$ cat src/rtl/axis_c2h_pattern_gen.sv
// axis_c2h_pattern_gen
// Generates framed AXI-Stream packets for the XDMA C2H port so the host can
// DMA-read a known pattern. A start pulse launches a run of pkt_count packets
// of pkt_bytes bytes each. Each 32-bit lane carries a running word counter
// that starts at seed and keeps counting across packets in the run.
//
// Ports:
//   axi_clk, axi_reset       stream clock, async active-high reset
//   start                    launches a run when idle (ignored while busy)
//   pkt_bytes/pkt_count/seed run parameters, latched on an accepted start
//   abort                    ends the run at the next packet boundary
//   s_axis_c2h_t*            AXI-Stream master towards the XDMA C2H port
//   busy, done, pkts_sent    run status
//
// Handshake: a beat is transferred on a cycle where tvalid & tready are both
// high. Once tvalid is raised, tdata/tkeep/tlast stay constant and tvalid
// stays high until that transfer happens; tready never affects them.
module axis_c2h_pattern_gen #(
  parameter int C_DATA_WIDTH = 128,
  parameter int LEN_W        = 16,
  parameter int CNT_W        = 16,
  parameter int IPG          = 0
) (
  input  logic                      axi_clk,
  input  logic                      axi_reset,
  input  logic                      start,
  input  logic [LEN_W-1:0]          pkt_bytes,
  input  logic [CNT_W-1:0]          pkt_count,
  input  logic [31:0]               seed,
  input  logic                      abort,
  output logic [C_DATA_WIDTH-1:0]   s_axis_c2h_tdata,
  output logic [C_DATA_WIDTH/8-1:0] s_axis_c2h_tkeep,
  output logic                      s_axis_c2h_tlast,
  output logic                      s_axis_c2h_tvalid,
  input  logic                      s_axis_c2h_tready,
  output logic                      busy,
  output logic                      done,
  output logic [CNT_W-1:0]          pkts_sent
);

  localparam int W     = C_DATA_WIDTH / 32;
  localparam int B     = C_DATA_WIDTH / 8;
  localparam int BSH   = $clog2(B);
  localparam int GAP_W = (IPG > 2) ? $clog2(IPG) : 1;

  typedef enum logic [1:0] {IDLE, SEND, GAP, FIN} state_t;

  state_t             state, state_n;
  logic [LEN_W-1:0]   last_beat_q;
  logic [LEN_W-1:0]   beat_q;
  logic [BSH-1:0]     rem_q;
  logic [CNT_W-1:0]   cnt_q;
  logic [CNT_W-1:0]   pkts_q;
  logic [31:0]        wcnt;
  logic               abort_q;
  logic [GAP_W-1:0]   gap_q;

  logic               tvalid;
  logic               hs;
  logic               is_last;
  logic [LEN_W:0]     beats_n;
  logic [B-1:0]       keep_last;
  logic [B-1:0]       keep;
  logic [C_DATA_WIDTH-1:0] data;

  // ceil(pkt_bytes / B), computed one bit wider so the rounding add cannot wrap
  assign beats_n = ({1'b0, pkt_bytes} + (LEN_W+1)'(B - 1)) >> BSH;

  assign tvalid  = (state == SEND);
  assign hs      = tvalid & s_axis_c2h_tready;
  assign is_last = (beat_q == last_beat_q);

  always_comb begin
    data      = '0;
    keep_last = '0;
    for (int l = 0; l < W; l++) begin
      data[32*l +: 32] = wcnt + 32'(l);
    end
    for (int i = 0; i < B; i++) begin
      keep_last[i] = (BSH'(i) < rem_q);
    end
    // A partial final beat enables only its low rem bytes
    keep = (is_last && rem_q != '0) ? keep_last : '1;
  end

  // Payload fields are forced to zero whenever no beat is offered
  assign s_axis_c2h_tvalid = tvalid;
  assign s_axis_c2h_tdata  = tvalid ? data : '0;
  assign s_axis_c2h_tkeep  = tvalid ? keep : '0;
  assign s_axis_c2h_tlast  = tvalid & is_last;
  assign busy              = (state == SEND) || (state == GAP);
  assign done              = (state == FIN);
  assign pkts_sent         = pkts_q;

  always_comb begin
    state_n = state;
    case (state)
      IDLE: begin
        if (start) begin
          state_n = (pkt_bytes == '0 || pkt_count == '0) ? FIN : SEND;
        end
      end
      SEND: begin
        // abort is only acted on here, at the tlast handshake, so a packet
        // already started is always completed
        if (hs && is_last) begin
          if ((pkts_q + CNT_W'(1) == cnt_q) || abort_q || abort) begin
            state_n = FIN;
          end else if (IPG > 0) begin
            state_n = GAP;
          end else begin
            state_n = SEND;
          end
        end
      end
      GAP: begin
        if (abort_q || abort) begin
          state_n = FIN;
        end else if (gap_q == GAP_W'(IPG - 1)) begin
          state_n = SEND;
        end
      end
      FIN:     state_n = IDLE;
      default: state_n = IDLE;
    endcase
  end

  always_ff @(posedge axi_clk or posedge axi_reset) begin
    if (axi_reset) begin
      state       <= IDLE;
      last_beat_q <= '0;
      beat_q      <= '0;
      rem_q       <= '0;
      cnt_q       <= '0;
      pkts_q      <= '0;
      wcnt        <= '0;
      abort_q     <= 1'b0;
      gap_q       <= '0;
    end else begin
      state <= state_n;
      case (state)
        IDLE: begin
          abort_q <= 1'b0;
          if (start) begin
            last_beat_q <= LEN_W'(beats_n - (LEN_W+1)'(1));
            rem_q       <= pkt_bytes[BSH-1:0];
            cnt_q       <= pkt_count;
            wcnt        <= seed;
            pkts_q      <= '0;
            beat_q      <= '0;
            gap_q       <= '0;
          end
        end
        SEND: begin
          if (abort) abort_q <= 1'b1;
          if (hs) begin
            wcnt <= wcnt + 32'(W);
            if (is_last) begin
              beat_q <= '0;
              pkts_q <= pkts_q + CNT_W'(1);
            end else begin
              beat_q <= beat_q + LEN_W'(1);
            end
          end
        end
        GAP: begin
          if (abort) abort_q <= 1'b1;
          gap_q <= (state_n == GAP) ? gap_q + GAP_W'(1) : '0;
        end
        FIN: begin
          abort_q <= 1'b0;
        end
        default: abort_q <= 1'b0;
      endcase
    end
  end

endmodule

$ cat config.mk
export PLATFORM = sky130hd
export DESIGN_NAME = axis_c2h_pattern_gen
export DESIGN_NICKNAME = d
export VERILOG_FILES = /design/src/rtl/axis_c2h_pattern_gen.sv
export SDC_FILE = /design/constraint.sdc
export NUM_CORES = 1
export LEC_CHECK = 0
export BUFFER_PORTS_ARGS = -buffer_cell sky130_fd_sc_hd__buf_2
export CAP_MARGIN = 0
export CORE_MARGIN = 2
export CORE_UTILIZATION = 45
export CTS_CLUSTER_SIZE = 20
export DETAILED_ROUTE_END_ITERATION = 16
export GPL_TIMING_DRIVEN = 0
export PLACE_DENSITY_LB_ADDON = 0.2
export REMOVE_ABC_BUFFERS = 1
export SKIP_LAST_GASP = 1
export SYNTH_ARGS = -nofsm -noshare
export SYNTH_HDL_FRONTEND = slang
export SYNTH_SLANG_ARGS = --single-unit
$ cat constraint.sdc
create_clock -name axi_clk -period 4.7 [get_ports axi_clk]
set_input_delay 0.94 -clock axi_clk [delete_from_list [all_inputs] [get_ports axi_clk]]
set_output_delay 0.94 -clock axi_clk [all_outputs]
set_load 0.005 [all_outputs]
**Word-level counts from Yosys, hierarchy flattened**

Cells that the tools add are included.

- Register bits: 104
- Input bits: 69
- Output and inout port bits: 164

- Equality and inequality tests: 10
- Muxes and demuxes: 25
- Add/sub/neg operators: 9
- Reductions and logical operators: 19
- Bitwise operators: 2
- $lt $le $gt $ge: 16

Operators with widths:

| operator | count |
|---|---|
| $mux 128 | 1 |
| $mux 16 | 7 |
| $add 32x2->32 const B | 2 |
| $mux 32 | 2 |
| $pmux 16 s2 | 2 |
| $pmux 32 s2 | 1 |
| $add 16x1->16 const B | 2 |
| $add 32x1->32 const B | 1 |
| $add 32x3->32 const B | 1 |
| $eq 16x16->1 | 2 |
| $logic_not 16->1 | 2 |
| $lt 4x4->1 const A | 8 |
| $add 16x4->17 const B | 1 |
| $lt 3x4->1 const A | 4 |
| $sub 13x1->14 const B | 1 |
| $mux 2 | 6 |
| $lt 1x4->1 const A | 2 |
| $lt 2x4->1 const A | 2 |
| $pmux 2 s4 | 1 |
| $eq 2x2->1 const B | 3 |
| $ne 2x1->1 const B | 3 |
| $logic_or 1x1->1 | 5 |
| $pmux 1 s2 | 2 |
| $reduce_and 2->1 | 2 |
| 12 further kinds | 18 |

**Depth between registers and ports, before layout**

- Depth in word-level cells: 10
- Gate-level depth with buffers: 11

**Least setup slack after synthesis**

Ideal clock, no wire load.

- Kind: reg-to-output
- From: register wcnt[1]
- To: output port s_axis_c2h_tdata[119]
- Arrival time: 2.193 ns
- Path buffers: 1
- Stages on the path, launching flop included: 11
- Slack: 1.567 ns
- Path through: dfrtp_1 clkbuf_1 inv_1 ha_1 a21oi_1 nor2_1 inv_1 nor4_1 nand2_1 xor2_1 nor2_1

- Longest elaborated chain between the ends: 2

RTL lines:

| item | RTL line | source |
|---|---|---|
| start, declared | 54 | `logic [31:0] wcnt;` |
| start signal, assigned | 157 | `wcnt <= wcnt + 32'(W);` |
| $add 32x2->32 | 77 | `data[32*l +: 32] = wcnt + 32'(l);` |
| $mux 128 | 88 | `assign s_axis_c2h_tdata = tvalid ? data : '0;` |
| end, declared | 31 | `output logic [C_DATA_WIDTH-1:0] s_axis_c2h_tdata,` |

Every way passes these cells.

**Final worst setup path**

- From: register wcnt[1]
- To: output port s_axis_c2h_tdata[51]

- Longest elaborated chain between the ends: 2

RTL lines:

| item | RTL line |
|---|---|
| $add 32x1->32 | 77 |
| $mux 128 | 88 |

Every way passes these cells.

==> flow_summary.ini <==
[run_status]
outcome = completed

[yosys]
synthTopCellsByCount = nor2_1 (127), nand2_1 (116), dfrtp_1 (102), o21ai_0 (94), xor2_1 (78)
synth.top_cell.area_share_pct = 30.27
post-synth-top-count-cell = nor2_1
syn_area_um2 = 8433
yosysTopAreaCell = dfrtp_1
syn_area_per_cell_um2 = 7.666
synth_cell_types = 67
ys_seq_area_share_pct = 30.27
synth-warning-count = 0
syn_inst = 1100
synth_area_leaders = dfrtp_1 (30%), xor2_1 (8.1%), nor2_1 (5.7%)
async_flop_share_pct = 100.0
synth_enable_flop_cells = 0
synth_ff_type = dfrtp_1
ys_ff_latch = 102

[layout]
drive_above_1_share_pct = 24.54
area_growth_pct = 18.10
post-route-util_pct = 53.78
nNetsFinal = 1339

[setup_path]
crit_chain = ha_1 > nand3_1 > nor4_1 > nand2_1 > xor2_1 > nor2_1 > buf_2
slowest_delay_ns = 1.09
timing.rr.end = pkts_sent[15]
reg2reg_from = state[1]
ff2ff_path_depth = 9
critPathCaptureType = primary output
slowest_stage = nor4_1
crit_arrival_ns = 3.38
path_delay_family = simple AND/OR/NAND/NOR gates
critPathKind = reg2out
worstPathRequired_ns = 3.76
critical_path_buf_inv_count = 1
cp_max_fo = 12
reg2reg_slack_ns = 0.88
cp-start-kind = register

[power]
swShare_pct = 47.98
power.internal_mw = 3.092
p_comb_share_pct = 55.8
power_per_cell_area_nw_per_um2 = 596.8
p_sw_mw = 2.852
seq_power_share_pct = 31.0
p_total_mw = 5.944
leakagePower_nw = 4.368
clkPwrFrac_pct = 13.2
peakVddDrop_mv = 0.2732

[timing]
relSlewSlack_pct = 8.141
fmax_mhz = 231.2
setup_tns_ns = 0
rsz0062_at_grt = no
slew_viol_final = 0
fin_crit_sh_pct = 92.01
hold_violations = 0
tightest_slew_ns = 1.365
fin_crit_ns = 4.325
fin_skew_ns = 0.008907
setup_viol = 0

[flow_run]
cap_viol_max_count = 0

[floorplan]
floorplan.initialDensity_pct = 45.54
io_pins = 233
rows = 50
die_height_um = 140.9
die_x_um = 140.9
core_um2 = 18520
design.die.area_um2 = 19850

[placement]
globalplace.congestion = 0.8396
portBuffers = 232
dp_hpwl_um = 18270

[grt]
grt_first_pass_wirelength_um = 39840
overflow = 0
grt_max_degree = 97
first_global_vias = 7729
grt.total_usage_pct = 24.73
antenna_found_initial = 2

[cts]
cts_root_buf = clkbuf_16
cts_htree_levels = 3
clock_latency_ns = 0.35
cts_tree = yes
post_cts_buffers = 0
cts_sinks = 102
cts_buffer_depth = 2
post_cts_resized = 0
clk_pin_slew_ns = 0.08
numCtsBuffers = 9
ctsHoldBuffers = 0

[drt]
detail-route-antenna-nets = 0
drt_pass1_iterations = 5
vias = 8514
drt-wirelength-per-cell_um = 16.72
viasPerCell = 5.680
drt_iter0_drc = 550
drc = 0
wirelength_um = 25060

[hold_path]
hp-start = last_beat_q[11]
whs_endpoint = last_beat_q[11]
hold_path_depth = 2
hold_path.class = reg2reg
[per-layer routing]
| metal | vias up | track usage, % | routed length (um) |
|---|---|---|---|
| met2 | 263 | 42.67 | 12370 |
| met5 | - | 0 | 0 |
| met1 | 4045 | 32.04 | 10820 |
| li1 | 4175 | - | - |
| met3 | 31 | 3.567 | 1425 |
| met4 | 0 | 8.000 | 448 |
[power groups by stage]
stage	sequential (mW)	combinational (mW)	clock (mW)
5_1_grt	1.92	3.72	0.830
3_3_place_gp	1.84	3.25	0
6_report	1.84	3.32	0.782
4_1_cts	1.83	3.34	0.798
3_5_place_dp	1.85	3.33	0
2_1_floorplan	1.64	2.09	0
[flip-flops by register name, indices dropped and copies added (netlist names)]
| signal | count |
|---|---|
| last_beat_q | 14 |
| gap_q | 1 |
| state | 2 |
| wcnt | 32 |
| abort_q | 1 |
| rem_q | 4 |
| pkts_sent | 16 |
| cnt_q | 16 |
| beat_q | 16 |
[area by class of cell]
class / instances / area [um^2]
Sequential cell: 102 / 2552
Fill cell: 1808 / 8558
Clock inverter: 6 / 68.82
Tap cell: 234 / 292.8
Timing Repair Buffer: 238 / 1279
Inverter: 26 / 102.6
Clock buffer: 10 / 229.0
Multi-Input combinational cell: 881 / 5430
Antenna cell: 2 / 5.005
[stage by stage]
stage / worst slack [ns] / instances / cell area (um^2) / hold slack [ns]
after floorplan: -1.928 / 1009 / 8044 / 0.4692
after global placement: -6.495 / 1475 / 9498 / 0.4874
after detailed placement: 0.5373 / 1481 / 9651 / 0.4975
after CTS: 0.1394 / 1497 / 9948 / 0.5137
after global routing: 0.1318 / 1498 / 9957 / 0.5472
final: 0.3755 / 1499 / 9960 / 0.5088
[layout by cell type, fill, tap and decap left out, drive strengths merged, types with 6 or more instances in the layout]
| cell type | instances |
|---|---|
| nor2 | 128 |
| o2bb2ai | 6 |
| a31oi | 18 |
| and2 | 36 |
| or3 | 41 |
| and3 | 10 |
| dfrtp | 102 |
| ha | 12 |
| nor4 | 16 |
| nand4 | 29 |
| xor2 | 78 |
| o22ai | 13 |
| xnor2 | 47 |
| nor2b | 6 |
| o21ai | 100 |
| inv | 28 |
| clkbuf | 10 |
| nor3 | 21 |
| nand2 | 117 |
| and4 | 7 |
| mux2 | 25 |
| a21oi | 72 |
| buf | 238 |
| o31ai | 14 |
| nand3 | 41 |
[cell families (layout without fill, tap and decap cells)]
| kind of cell | Yosys count | in the layout | synth area share, % |
|---|---|---|---|
| AO/OA/AOI/OAI | 247 | 247 | 17.39 |
| flip-flops | 102 | 102 | 30.27 |
| adder cells (fa/ha/maj) | 12 | 12 | 1.780 |
| multiplexers | 29 | 29 | 3.813 |
| XOR/XNOR | 125 | 125 | 12.98 |
| buffers and inverters | 117 | 280 | 5.772 |
| other | 0 | 2 | 0 |
| AND/OR/NAND/NOR | 468 | 468 | 28.00 |
[how the worst max path moves through the flow]
stage          cells past startpoint                    end  startpoint
3_3_place_gp                       9           pkts_sent[5]    state[1]
2_1_floorplan                      9          pkts_sent[10]    state[1]
5_1_grt                            7   s_axis_c2h_tdata[59]     wcnt[1]
6_report                           7   s_axis_c2h_tdata[51]     wcnt[1]
3_5_place_dp                      10  s_axis_c2h_tdata[123]     wcnt[1]
4_1_cts                           10  s_axis_c2h_tdata[123]     wcnt[1]
[worst register-to-register path: stages (launching register included)]
cell,delay [ns]
dfrtp_1,0.44
inv_1,0.20
ha_4,0.81
inv_4,0.30
o21ai_0,0.73
o21ai_1,0.26
a21oi_2,0.41
inv_1,0.22
o21ai_0,0.22
o31ai_1,0.11
Power figures use the tool's default switching activity.
